### src/rtl/bus_pkg.sv
// Shared types for the command bus master: field typedefs, request record and FSM states.
package bus_pkg;

    typedef logic [3:0] cmd_t;
    typedef logic [3:0] adr_t;
    typedef logic [3:0] dat_t;
    typedef logic [1:0] len_t;

    typedef struct packed {
        cmd_t cmd;
        adr_t adr;
        dat_t data;
        len_t len;
    } req_t;

    typedef enum logic {IDLE, DRIVE} state_t;

    // Address and data advance by one per beat and wrap silently at 16.
    function automatic logic [3:0] wrap_inc(input logic [3:0] v);
        return v + 4'd1;
    endfunction

endpackage

### src/rtl/cmd_master_if.sv
// Request handshake plus cmd/adr/data bus seen by cmd_master and whoever drives it.
interface cmd_master_if;
    import bus_pkg::*;

    logic req_valid;
    logic req_ready;
    cmd_t req_cmd;
    adr_t req_adr;
    dat_t req_data;
    len_t req_len;
    cmd_t cmd;
    adr_t adr;
    dat_t data;
    logic busy;
    logic txn_done;

    modport master (
        input  req_valid, req_cmd, req_adr, req_data, req_len,
        output req_ready, cmd, adr, data, busy, txn_done
    );

    modport slave (
        output req_valid, req_cmd, req_adr, req_data, req_len,
        input  req_ready, cmd, adr, data, busy, txn_done
    );

endinterface

### src/rtl/cmd_fifo.sv
// Request FIFO with wrap-bit pointers; head entry is presented combinationally.
module cmd_fifo
    import bus_pkg::*;
#(
    parameter int DEPTH = 4
) (
    input  logic clk,
    input  logic rst,
    input  logic push,
    input  logic pop,
    input  req_t wdata,
    output req_t rdata,
    output logic full,
    output logic empty
);

    localparam int AW = $clog2(DEPTH);

    req_t        mem [DEPTH];
    logic [AW:0] wr_ptr;
    logic [AW:0] rd_ptr;

    always_ff @(posedge clk or posedge rst) begin
        if (rst) begin
            wr_ptr <= '0;
            rd_ptr <= '0;
        end else begin
            if (push) wr_ptr <= wr_ptr + (AW+1)'(1);
            if (pop)  rd_ptr <= rd_ptr + (AW+1)'(1);
        end
    end

    // Storage carries no reset; the pointers alone define what is valid.
    always_ff @(posedge clk) begin
        if (push) mem[wr_ptr[AW-1:0]] <= wdata;
    end

    assign rdata = mem[rd_ptr[AW-1:0]];
    assign empty = (wr_ptr == rd_ptr);
    assign full  = (wr_ptr[AW] != rd_ptr[AW]) && (wr_ptr[AW-1:0] == rd_ptr[AW-1:0]);

endmodule

### src/rtl/cmd_master.sv
// Buffers burst requests and plays each one out on the registered cmd/adr/data bus.
module cmd_master
    import bus_pkg::*;
#(
    parameter int   FIFO_DEPTH = 4,
    parameter cmd_t IDLE_CMD   = 4'd0
) (
    input  logic         clk,
    input  logic         rst,
    cmd_master_if.master bus
);

    state_t state, state_n;
    cmd_t   cmd_q, cmd_n;
    adr_t   adr_q, adr_n;
    dat_t   data_q, data_n;
    len_t   len_q, len_n;
    len_t   cnt_q, cnt_n;
    logic   done_q, done_n;
    logic   push, pop, load, full, empty;
    req_t   head, wreq;

    assign bus.req_ready = !full;
    // Idle-command requests are still handshaken, just never stored.
    assign push = bus.req_valid && !full && (bus.req_cmd != IDLE_CMD);
    assign wreq = '{cmd: bus.req_cmd, adr: bus.req_adr, data: bus.req_data, len: bus.req_len};

    cmd_fifo #(.DEPTH(FIFO_DEPTH)) u_fifo (
        .clk   (clk),
        .rst   (rst),
        .push  (push),
        .pop   (pop),
        .wdata (wreq),
        .rdata (head),
        .full  (full),
        .empty (empty)
    );

    always_comb begin
        state_n = state;
        cmd_n   = cmd_q;
        adr_n   = adr_q;
        data_n  = data_q;
        len_n   = len_q;
        cnt_n   = cnt_q;
        done_n  = 1'b0;
        load    = 1'b0;
        pop     = 1'b0;
        case (state)
            IDLE: load = !empty;
            DRIVE: begin
                if (cnt_q == len_q) begin
                    if (!empty) begin
                        load = 1'b1;
                    end else begin
                        state_n = IDLE;
                        cmd_n   = IDLE_CMD;
                        adr_n   = '0;
                        data_n  = '0;
                        cnt_n   = '0;
                    end
                end else begin
                    cnt_n  = cnt_q + 2'd1;
                    adr_n  = wrap_inc(adr_q);
                    data_n = wrap_inc(data_q);
                    done_n = (cnt_n == len_q);
                end
            end
            default: state_n = IDLE;
        endcase
        // Loading beat 0 of the head burst; also chains bursts with no idle gap.
        if (load) begin
            pop     = 1'b1;
            state_n = DRIVE;
            cmd_n   = head.cmd;
            adr_n   = head.adr;
            data_n  = head.data;
            len_n   = head.len;
            cnt_n   = '0;
            done_n  = (head.len == 2'd0);
        end
    end

    always_ff @(posedge clk or posedge rst) begin
        if (rst) begin
            state  <= IDLE;
            cmd_q  <= IDLE_CMD;
            adr_q  <= '0;
            data_q <= '0;
            cnt_q  <= '0;
            done_q <= 1'b0;
        end else begin
            state  <= state_n;
            cmd_q  <= cmd_n;
            adr_q  <= adr_n;
            data_q <= data_n;
            cnt_q  <= cnt_n;
            done_q <= done_n;
        end
    end

    // Burst length is only consulted in DRIVE, after a load has written it.
    always_ff @(posedge clk) begin
        len_q <= len_n;
    end

    assign bus.cmd      = cmd_q;
    assign bus.adr      = adr_q;
    assign bus.data     = data_q;
    assign bus.txn_done = done_q;
    assign bus.busy     = (state == DRIVE) || !empty;

endmodule
### src/flat_wrapper.sv
// flat-port wrapper written by rule: the top's interface ports become plain ports
module cmd_master_flat import bus_pkg::*;
#(
    parameter int   FIFO_DEPTH = 4,
    parameter cmd_t IDLE_CMD   = 4'd0
)
  (clk, rst, bus_req_valid, bus_req_cmd, bus_req_adr, bus_req_data, bus_req_len, bus_req_ready, bus_cmd, bus_adr, bus_data, bus_busy, bus_txn_done);
  cmd_master_if bus_i ();
  input  logic clk;
  input  logic rst;
  input wire logic [$bits(bus_i.req_valid)-1:0] bus_req_valid;
  input wire logic [$bits(bus_i.req_cmd)-1:0] bus_req_cmd;
  input wire logic [$bits(bus_i.req_adr)-1:0] bus_req_adr;
  input wire logic [$bits(bus_i.req_data)-1:0] bus_req_data;
  input wire logic [$bits(bus_i.req_len)-1:0] bus_req_len;
  output wire logic [$bits(bus_i.req_ready)-1:0] bus_req_ready;
  output wire logic [$bits(bus_i.cmd)-1:0] bus_cmd;
  output wire logic [$bits(bus_i.adr)-1:0] bus_adr;
  output wire logic [$bits(bus_i.data)-1:0] bus_data;
  output wire logic [$bits(bus_i.busy)-1:0] bus_busy;
  output wire logic [$bits(bus_i.txn_done)-1:0] bus_txn_done;
  assign bus_i.req_valid = bus_req_valid;
  assign bus_i.req_cmd = bus_req_cmd;
  assign bus_i.req_adr = bus_req_adr;
  assign bus_i.req_data = bus_req_data;
  assign bus_i.req_len = bus_req_len;
  assign bus_req_ready = bus_i.req_ready;
  assign bus_cmd = bus_i.cmd;
  assign bus_adr = bus_i.adr;
  assign bus_data = bus_i.data;
  assign bus_busy = bus_i.busy;
  assign bus_txn_done = bus_i.txn_done;
  cmd_master #(.FIFO_DEPTH(FIFO_DEPTH), .IDLE_CMD(IDLE_CMD)) u_core (.clk(clk), .rst(rst), .bus(bus_i));
endmodule
### config.mk
export PLATFORM = sky130hd
export DESIGN_NAME = cmd_master_flat
export DESIGN_NICKNAME = d
export VERILOG_FILES = /design/src/rtl/bus_pkg.sv /design/src/rtl/cmd_master_if.sv /design/src/rtl/cmd_fifo.sv /design/src/rtl/cmd_master.sv /design/src/flat_wrapper.sv
export SDC_FILE = /design/constraint.sdc
export NUM_CORES = 1
export LEC_CHECK = 0
export ABC_AREA = 1
export BUFFER_PORTS_ARGS = -buffer_cell sky130_fd_sc_hd__buf_2
export CORE_ASPECT_RATIO = 1.75
export CORE_MARGIN = 1.5
export CORE_UTILIZATION = 50
export CTS_BUF_LIST = sky130_fd_sc_hd__clkbuf_2 sky130_fd_sc_hd__clkbuf_4 sky130_fd_sc_hd__clkbuf_8
export DETAILED_ROUTE_END_ITERATION = 10
export GPL_TIMING_DRIVEN = 0
export PLACE_DENSITY = 0.75
export SYNTH_ARGS = -nofsm -noshare
export SYNTH_HDL_FRONTEND = slang
export SYNTH_SLANG_ARGS = --single-unit
export TNS_END_PERCENT = 1
### constraint.sdc
create_clock -name clk -period 5.3 [get_ports clk]
set_input_delay 0.53 -clock clk [delete_from_list [all_inputs] [get_ports clk]]
set_output_delay 0.53 -clock clk [all_outputs]
set_load 0.05 [all_outputs]
* Word level (Yosys, flattened, before mapping)
Memory sizes are Yosys's and may differ from the RTL's.
Cells that the tools add are included.
** Cells by class
- $mul :: 0
- Shift-type cells :: 0
- $lt $le $gt $ge :: 0
- Muxes and demuxes :: 26
- Equality and inequality tests :: 6
- Reductions and logical operators :: 13
- Add/sub/neg operators :: 5
- Bitwise operators :: 1
- Divide/modulo/power cells :: 0
** Operators by type and width (count)
- 2-to-1 mux 4 bit :: 10
- 2-to-1 mux 1 bit :: 11
- adder 4 x 1 -> 4 bit (second input constant) :: 2
- 2-to-1 mux 2 bit :: 4
- adder 3 x 1 -> 3 bit (second input constant) :: 2
- equality test 2 bit :: 3
- nonzero test 2 bit :: 3
- nonzero test 4 bit :: 1
- equality test 3 bit :: 1
- logical AND 1 bit :: 3
- != test 3 x 1 -> 1 bit (second input constant) :: 1
- AND reduction 3 bit :: 1
- adder 2 x 1 -> 2 bit (second input constant) :: 1
- zero test 1 bit :: 2
- zero test 2 bit :: 1
- case mux 1 bit (2 select lines) :: 1
- AND reduction 2 bit :: 1
- logical OR 1 bit :: 1
- != test 1 bit :: 1
- inverter 1 bit :: 1
** Storage, ports and cells
- Bits in latches :: 0
- Flip-flop bits (word level) :: 24
- Memories kept :: 1
- ROM bits :: 0
- RAM bits :: 56
** Memory list
- u_core.u_fifo.mem :: depth 4, bits a word 14, rd ports 1, clocked after memory_dff 0, write ports 1, RTL line cmd_fifo.sv:19 : req_t mem [DEPTH];

* Logic depth before layout (Yosys ltp)
Gate-level depths: netlist of run 1.
- Word-level depth :: 7
- Gate-level depth with buffers :: 10
- Depth with buffers taken out :: 9

* Modules after synthesis
A second synthesis of run 1 with hierarchy kept.
** Second synthesis, totals
- Cells, all modules :: 327
- Area total of the unflattened synthesis :: 3711.1 µm²
** By module, submodules not included
- cmd_fifo :: sequential area each 1831.8 µm², area an instance 2720.1 µm², cells each 206, instances 1
- cmd_master :: sequential area each 460.4 µm², area an instance 991.0 µm², cells each 121, instances 1

* Least setup slack after synthesis of run 1
Ideal clock, no wire load.
- Kind :: register to register
- Start point :: reg u_core.u_fifo.rd_ptr[1]
- End point :: mem u_core.u_fifo.mem[0][0] (netlist name) (enable)
- Path buffers :: 0
- Clock period less this slack :: 2.175 ns
- Stages on the path, launching flop included :: 7
- Arrival :: 1.790 ns
- Setup slack :: 3.125 ns
- Setup time :: 0.385 ns
- Path through :: dfrtp_1 > inv_2 > nand2_2 > nand2_4 > nand3_2 > nand3_2 > nor2_1
** On the way
- Cells in the longest elaborated chain, start to end :: 7
** RTL lines
- start, declared :: RTL line cmd_fifo.sv:21 : logic [AW:0] rd_ptr;
- start signal, assigned :: RTL line cmd_fifo.sv:29 : if (pop) rd_ptr <= rd_ptr + (AW+1)'(1);
- equality test 2 bit :: RTL line cmd_fifo.sv:40 : assign full = (wr_ptr[AW] != rd_ptr[AW]) && (wr_ptr[AW-1:0] == rd_ptr[AW-1:0]);
- logical AND 1 bit :: RTL line cmd_fifo.sv:40
- zero test 1 bit
- named net bus_req_ready :: RTL line flat_wrapper.sv:16 : output wire logic [$bits(bus_i.req_ready)-1:0] bus_req_ready;
- logical AND 1 bit (2 in series) :: RTL line cmd_master.sv:25 : assign push = bus.req_valid && !full && (bus.req_cmd != IDLE_CMD);
- 2-to-1 mux 1 bit :: RTL line cmd_fifo.sv:35 : if (push) mem[wr_ptr[AW-1:0]] <= wdata;
- 2-to-1 mux 1 bit (implied by the code) :: RTL line cmd_fifo.sv:35
- end, declared :: RTL line cmd_fifo.sv:19
The timed path passes the listed nets, and every way through them passes these cells.

* Worst setup path in the final report of run 1
- Start point :: reg u_core.u_fifo.rd_ptr[1]
- End point :: mem u_core.u_fifo.mem[0][9] (netlist name) (enable)
** On the way
- Cells in the longest elaborated chain, start to end :: 7
** RTL lines (RTL line)
- equality test 2 bit :: cmd_fifo.sv:40
- logical AND 1 bit :: cmd_fifo.sv:40
- zero test 1 bit :: cmd_master.sv:25
- logical AND 1 bit (2 in series) :: cmd_master.sv:25
- 2-to-1 mux 1 bit :: cmd_fifo.sv:35
- 2-to-1 mux 1 bit (implied by the code) :: cmd_fifo.sv:35
Every way passes these cells.

==> results of run 1 <==
layout make-up:
cell class / instances / area, sq um / area share
buffer: 10 / 68.8 / 0.0173
clock buffer: 11 / 145 / 0.0364
clock inverter: 5 / 31.3 / 0.00785
inverter: 22 / 85.1 / 0.0213
multi-input combinational: 205 / 1100 / 0.277
sequential: 80 / 2290 / 0.575
tap: 84 / 105 / 0.0264
timing repair buffer: 31 / 155 / 0.0389
cell families (layout without fill, tap and decap cells):
kind of cell             after synthesis  after routing  synth area share
flip-flops                            80             80             0.646
buffers and inverters                 32             79            0.0434
XOR/XNOR                               6              6            0.0148
adder cells (fa/ha/maj)                7              7            0.0247
AND/OR/NAND/NOR                      157            157             0.218
AO/OA/AOI/OAI                         35             35            0.0526
where the power goes:
group          switching [mW]  internal [mW]  leakage [nW]
sequential              0.109          0.870         0.797
combinational           0.828          0.392         0.779
clock                   0.213          0.187        0.0929
metal layers:
layer	vias up	wire, um	track usage
li1	1150	-	-
met1	1067	2570	0.212
met2	33	3600	0.348
met5	-	0	0
met3	11	186	0.0344
met4	0	174	0.103
how the worst min path moves through the flow:
stage,from,end,slack [ns]
floorplan,u_core.u_fifo.rd_ptr[2],u_core.u_fifo.rd_ptr[2],0.51
global placement,u_core.bus.cmd[0],u_core.bus.cmd[0],0.47
detailed placement,u_core.bus.cmd[3],u_core.bus.cmd[3],0.46
CTS,rst,u_core.bus.cmd[0],0.36
global route,bus_req_data[3],u_core.u_fifo.mem[1][5],0.38
finish,rst,u_core.bus.data[1],0.34
worst max-delay path, cell delays in order (launching register included):
cell and delay (ns):
dfrtp_1 0.56, inv_2 0.15, nand2_2 0.11, nand2_4 0.06
nand3_2 0.11, nand3_2 0.17, nor2_1 1.02
stage by stage:
stage,power [mW],hold slack (ns)
6_report,2.60,0.340
3_3_place_gp,2.18,0.467
4_1_cts,2.63,0.364
3_5_place_dp,2.23,0.463
2_1_floorplan,1.93,0.512
5_1_grt,2.80,0.377
registers in the layout (all words and copies together) (netlist names):
| signal | count |
|---|---|
| u_core.state | 1 |
| u_core.bus.data | 4 |
| u_core.bus.cmd | 4 |
| u_core.u_fifo.mem | 56 |
| u_core.len_q | 2 |
| u_core.cnt_q | 2 |
| u_core.u_fifo.rd_ptr | 3 |
| u_core.bus.adr | 4 |
| u_core.bus.txn_done | 1 |
| u_core.u_fifo.wr_ptr | 3 |
placed cells by master (no fill, tap or decap), drive strengths merged:
cell and count:
nor2 27, dfrtp 22, nand3 31, inv 23
edfxtp 58, ha 7, a21oi 1, o21ai 25
nand2 92, nand4 1, xnor2 3, or2 6
o22ai 9, xor2 3, clkbuf 13, clkinvlp 1
buf 39, clkinv 3
==> impl_metrics.ini, run 1 <==
[run_status]
outcome = finished clean

[placed_design]
dpl.hpwl_um = 4680
dp_slack_ns = 2.61
port_buffers = 31
placed_area_sq_um = 3810
place_inst = 432
place.gp.congestion = 0.831

[synth]
async_reset_ff_frac = 0.275
synth_top_area_cell = edfxtp_1
yosysSeqAreaShare = 0.646
synth_most_common_cell = nand2_1
synth_ff_type = edfxtp_1
syn_inst = 317
synth_nets = 341
synth-edff-count = 58
synth_area_sq_um = 3550
ys.warnings.count = 0
syn_avg_cell_area_sq_um = 11.2
synthTopCellsByCount = 73 x nand2_1, 58 x edfxtp_1, 25 x nor2_1, 23 x nand3_1, 23 x o21ai_0
synth.top_cell.area_share = 0.491
ys_ff_latch = 80
synthTopCellsByArea = edfxtp_1 49%, dfrtp_1 16%, nand2_1 7.7%
synth_cell_types = 28

[power_and_ir_drop]
peakVddDrop_mv = 0.250
p_per_area_nw_per_um2 = 652
p_leak_nw = 1.67

[critical_path]
timing.rr.end = u_core.u_fifo.mem[0][9]
worstSetupEndpointType = flip-flop
critPathKind = reg -> reg
startpoint = u_core.u_fifo.rd_ptr[1]
r2r-start = u_core.u_fifo.rd_ptr[1]
worstRegToRegCells = 6
arrival_ns = 2.54
cp_max_fo = 14
startpoint_type = flip-flop
crit_end = u_core.u_fifo.mem[0][9]
critPathRequiredTime_ns = 5.26
r2r_slack_ns = 2.72

[final_layout]
final_net_count = 383
n_fill_cell = 576
antenna_cells = 0
utilization = 0.581
drive_above_1_share = 0.250
fin_cells = 448
syn2layout_area_growth_pct = 12.4
finish.instance_area_sq_um = 3990

[timing]
period_needed_ns = 2.58
hold_violations = 0
tightest_slew_ns = 1.30
final_max_slew_viol_count = 0
setup-violations-final = 0
skew_ns = 0.00931
maxSlewHeadroom = 0.130
layout_setup_ws_ns = 2.72
rsz0062_at_grt = false
fmax_mhz = 388
period_share = 0.487
fin_setup_tns_ns = 0

[routing]
via_count = 2261
postRouteAntennaNets = 0
via_per_inst = 5.05
drt_pass1_iterations = 4
wl_um = 6530
drtIter0Drc = 72
wl_per_cell_um = 14.6
route.detailed.drc = 0

[run]
drv_cap = 0

[cts]
cts-root-buf = clkbuf_8
h-tree-depth = 3
clk_pin_slew_ns = 0.08
cts_made_buffers = 9
tritoncts = done
cts_setup_buffers = 0
clk_latency_ns = 0.35
clk_path_buf_depth = 2
ctsHoldBuffers = 0
cts_sinks = 80
post_cts_resize_count = 0

[grt]
grt_pass1_wl_um = 10800
grt_usage = 0.194
grt_pass1_vias = 2253
grt_start_max_net_pins = 23
overflow = 0
grt_antenna_before_repair = 0

[floorplanning]
dieArea_sq_um = 7630
core_sq_um = 6860
die_w_um = 66.7
rows = 40
ios = 32
start_util = 0.517
dieHeight_um = 114

[worst_hold_path]
min_path_type = in -> async
Note: power is estimated with default switching activity, not from simulation.
==> inputs of run 2 (changes only) <==
Clock period 5.3 ns to 2.6 ns, I/O delays scaled along.
==> run 2 against run 1 <==
  * Die area stayed put
  * Critical path type unchanged
  * Hold slack got worse by 0.27 ns
  * Sequential cell count stayed put
  * Fmax up 0.15%
  * Via count barely moved
  * Cell count did not move
  * Combinational power up 100%
  * Global-route usage unchanged
==> impl_metrics.ini, run 2 (synthesis results as in run 1) <==
[grt]
grt_pass1_vias = 2252
grt_usage = 0.194
overflow = 0
grt_antenna_before_repair = 0
grt_pass1_wl_um = 10700
grt_start_max_net_pins = 23

[final_layout]
layout_commonest_cell = nand2_1
final_cell_mix = 73 x nand2_1, 58 x edfxtp_1, 37 x buf_2
antenna_cells = 0
largest_reg_flops = 56
syn2layout_area_growth_pct = 12.4
final_net_count = 383
drive_above_1_share = 0.250

[critical_path]
r2r_slack_ns = 0.02
critPathRequiredTime_ns = 2.56
cp_max_fo = 14
slowest_stage = nor2_1
critPathKind = reg -> reg
crit_path_frequent_cell = nand3_2
startpoint_type = flip-flop
cp_cell_sequence = inv_2, nand2_2, nand2_4, nand3_2, nand3_2, nor2_1
slowest_delay_ns = 1.02
worstSetupEndpointType = flip-flop
cp_top_family = simple AND/OR/NAND/NOR gates
path_buf_inv = 1
arrival_ns = 2.53

[floorplanning]
start_util = 0.517
ios = 32
core_sq_um = 6860
dieHeight_um = 114
rows = 40
die_w_um = 66.7
dieArea_sq_um = 7630

[power_and_ir_drop]
p_per_area_nw_per_um2 = 1330
p_leak_nw = 1.67
peakVddDrop_mv = 0.510

[timing]
tightest_slew_ns = 1.30
fin_setup_tns_ns = 0
rsz0062_at_grt = true
setup-violations-final = 0
skew_ns = 0.00931
final_max_slew_viol_count = 0
period_needed_ns = 2.58
maxSlewHeadroom = 0.130
layout_setup_ws_ns = 0.0242
hold_violations = 0
period_share = 0.991
fmax_mhz = 388

[cts]
ctsHoldBuffers = 0
clk_path_buf_depth = 2
tritoncts = done
cts_sinks = 80
cts_made_buffers = 9
h-tree-depth = 3
clk_pin_slew_ns = 0.08
clk_latency_ns = 0.35
cts-root-buf = clkbuf_8

[routing]
via_count = 2262
postRouteAntennaNets = 0
wl_per_cell_um = 14.6
via_per_inst = 5.05
wl_um = 6540
route.detailed.drc = 0
drt_pass1_iterations = 4
drtIter0Drc = 73

[worst_hold_path]
min_path_type = in -> async

[placed_design]
port_buffers = 31
dp_slack_ns = -0.0866
place.gp.congestion = 0.831
dpl.hpwl_um = 4680

[run]
drv_cap = 0

[run_status]
outcome = finished clean
run 2: cell counts in the layout (fill, tap and decap cells not counted):
Identical to the previous run, type by type.
run 2: what timing repair did:
action | in CTS | in global routing
setup endpoints to repair | 56 | 42
setup buffers | 0 | 0
gates resized for setup | 1 | 0
run 2: final cells by class:
type / count / area (sq um)
fillers: 576 / 2870
flip-flops and latches: 80 / 2290
multi-input cells: 205 / 1100
repair buffers: 31 / 155
clock buffers: 11 / 145
well taps: 84 / 105
inverters: 22 / 85.1
plain buffers: 10 / 68.8
clock inverters: 5 / 31.3
run 2: worst paths after layout:
check	from	to	cells past startpoint
max in group asynchronous	rst	u_core.cnt_q[1]	2
min reg2reg	u_core.bus.cmd[3]	u_core.bus.cmd[3]	2
max	u_core.u_fifo.rd_ptr[1]	u_core.u_fifo.mem[0][9]	6
min in group clk	bus_req_data[3]	u_core.u_fifo.mem[2][5]	1
min	rst	u_core.bus.data[1]	2
max reg2reg	u_core.u_fifo.rd_ptr[1]	u_core.u_fifo.mem[0][9]	6
run 2: metrics by stage:
| step | std cells | utilization | instance area [sq um] | hold slack, ns | total power [mW] |
|---|---|---|---|---|---|
| detailed placement | 432 | 0.555 | 3810 | 0.463 | 4.54 |
| CTS | 448 | 0.581 | 3990 | 0.0944 | 5.35 |
| global placement | 432 | 0.555 | 3810 | 0.467 | 4.45 |
| finish | 448 | 0.581 | 3990 | 0.0699 | 5.30 |
| floorplan | 317 | - | 3550 | 0.249 | 3.94 |
| global route | 448 | 0.581 | 3990 | 0.107 | 5.71 |
run 2: metal layers:
| layer | up-vias | track usage | part of all wire |
|---|---|---|---|
| met2 | 35 | 0.348 | 0.55 |
| met4 | 0 | 0.103 | 0.027 |
| met1 | 1066 | 0.212 | 0.39 |
| li1 | 1150 | - | - |
| met3 | 11 | 0.0344 | 0.029 |
| met5 | - | 0 | 0 |
run 2: report_power, final:
part / switching [mW] / internal [mW]
clock: 0.434 / 0.382
combinational: 1.69 / 0.800
sequential: 0.222 / 1.77
total: 2.34 / 2.96
==> inputs of run 3 (changes only) <==
Settings changed: CTS_CLUSTER_SIZE set to 8, SETUP_SLACK_MARGIN set to 0.5.
==> run 3 against run 2 <==
  * Sequential power barely moved
  * Hold slack improved by 0.0074 ns
  * Non-clock buffer count increased by 1
  * Sequential cell count stayed put
  * Worst setup slack better by 0.48 ns
  * First-iteration DRC count grew 4.1%
  * Fmax is 23% higher
  * Register-to-register slack gained 0.48 ns
  * Final area rose by 1.2%
  * Cell count increased by 0.22%
  * Utilization grew 0.69 points
  * Critical path depth did not move
  * Critical path type unchanged
  * Largest cell class unchanged
  * Highest routed layer unchanged
==> impl_metrics.ini, run 3 (synthesis results as in run 1) <==
[final_layout]
antenna_cells = 0
syn2layout_area_growth_pct = 13.7
final_net_count = 384
drive_above_1_share = 0.260
largest_reg_flops = 56
final_cell_mix = 73 x nand2_1, 58 x edfxtp_1, 37 x buf_2
fin_cells = 449
n_fill_cell = 565
layout_commonest_cell = nand2_1

[grt]
grt_pass1_wl_um = 10800
grt_usage = 0.195
grt_start_max_net_pins = 23
overflow = 0
grt_antenna_before_repair = 0
grt_pass1_vias = 2259

[cts]
cts-root-buf = clkbuf_8
tritoncts = done
clk_latency_ns = 0.35
ctsHoldBuffers = 0
clk_path_buf_depth = 2
clk_pin_slew_ns = 0.08
h-tree-depth = 3
cts_sinks = 80
cts_made_buffers = 9

[routing]
via_per_inst = 5.10
postRouteAntennaNets = 0
route.detailed.drc = 0
wl_per_cell_um = 14.8
drtIter0Drc = 76
wl_um = 6660
via_count = 2290
drt_pass1_iterations = 5

[timing]
fmax_mhz = 476
setup-violations-final = 0
rsz0062_at_grt = true
maxSlewHeadroom = 0.420
period_needed_ns = 2.10
hold_violations = 0
layout_setup_ws_ns = 0.501
skew_ns = 0.00946
period_share = 0.807
final_max_slew_viol_count = 0
tightest_slew_ns = 0.868

[critical_path]
cp_cell_sequence = inv_2, nand2_2, nand2_4, nand3_2, nand3_2, nor2_4
cp_top_family = simple AND/OR/NAND/NOR gates
critPathKind = reg -> reg
path_buf_inv = 1
cp_max_fo = 14
startpoint_type = flip-flop
arrival_ns = 2.09
startpoint = u_core.u_fifo.rd_ptr[1]
worstSetupEndpointType = flip-flop
slowest_stage = dfrtp_1
r2r-start = u_core.u_fifo.rd_ptr[1]
crit_path_frequent_cell = nand3_2
critPathRequiredTime_ns = 2.59
slowest_delay_ns = 0.56

[floorplanning]
core_sq_um = 6860
dieArea_sq_um = 7630
die_w_um = 66.7
ios = 32
start_util = 0.517
dieHeight_um = 114
rows = 40

[worst_hold_path]
min_path_type = in -> async

[power_and_ir_drop]
p_per_area_nw_per_um2 = 1330
peakVddDrop_mv = 0.509
p_leak_nw = 1.68

[placed_design]
port_buffers = 31
place.gp.congestion = 0.831
place_inst = 432
dp_slack_ns = -0.0866
dpl.hpwl_um = 4680

[run]
drv_cap = 0

[run_status]
outcome = finished clean
==> run 3: per-stage QoR <==
step | hold WS [ns] | setup TNS (ns) | cell area, sq um | total power, mW | util
finish | 0.0772 | 0 | 4030 | 5.35 | 0.588
global route | 0.107 | 0 | 4030 | 5.76 | 0.588
CTS | 0.0944 | 0 | 4000 | 5.37 | 0.583
detailed placement | 0.463 | -1.52 | 3810 | 4.54 | 0.555
global placement | 0.467 | 0 | 3810 | 4.45 | 0.555
floorplan | 0.249 | 0 | 3550 | 3.94 | -
==> run 3: power breakdown <==
part	internal [mW]	switching, mW
sequential	1.77	0.225
combinational	0.826	1.72
clock	0.382	0.435
total	2.98	2.38
==> run 3: cell type report <==
class / instances / area [sq um] / share of cell area
multi-input combinational: 205 / 1130 / 0.280
timing repair buffer: 32 / 175 / 0.0434
clock inverter: 5 / 31.3 / 0.00775
buffer: 10 / 68.8 / 0.0171
sequential: 80 / 2290 / 0.568
tap: 84 / 105 / 0.0261
clock buffer: 11 / 145 / 0.0360
inverter: 22 / 85.1 / 0.0211
==> run 3: timing repair <==
item,4_1_cts,5_1_grt
gates cloned,0,0
setup endpoints to repair,56,57
endpoints found under the hold margin,0,0
pin swaps,0,1
gates resized for setup,5,3
buffers inserted,0,1
==> run 3: worst reg2reg max path, delay by kind of cell (launching register included) <==
| family | cells | cell delay (ns) |
|---|---|---|
| AND/OR/NAND/NOR | 5 | 1.03 |
| buffers and inverters | 1 | 0.15 |
| flip-flops | 1 | 0.56 |
==> run 3: layer usage <==
| layer | GRT usage | share of wire | up-vias |
|---|---|---|---|
| li1 | - | - | 1154 |
| met1 | 0.214 | 0.39 | 1084 |
| met2 | 0.349 | 0.55 | 39 |
| met3 | 0.0344 | 0.032 | 13 |
| met4 | 0.103 | 0.030 | 0 |
| met5 | 0 | 0 | - |
==> run 3: worst paths after layout <==
check / slack (ns) / cells after the start / endpoint
max: 0.50 / 6 / u_core.u_fifo.mem[1][9]
min: 0.08 / 2 / u_core.cnt_q[0]
max reg2reg: 0.50 / 6 / u_core.u_fifo.mem[1][9]
min reg2reg: 0.48 / 2 / u_core.bus.cmd[3]
max in group asynchronous: 1.99 / 2 / u_core.u_fifo.wr_ptr[1]
min in group clk: 0.12 / 1 / u_core.u_fifo.mem[2][5]
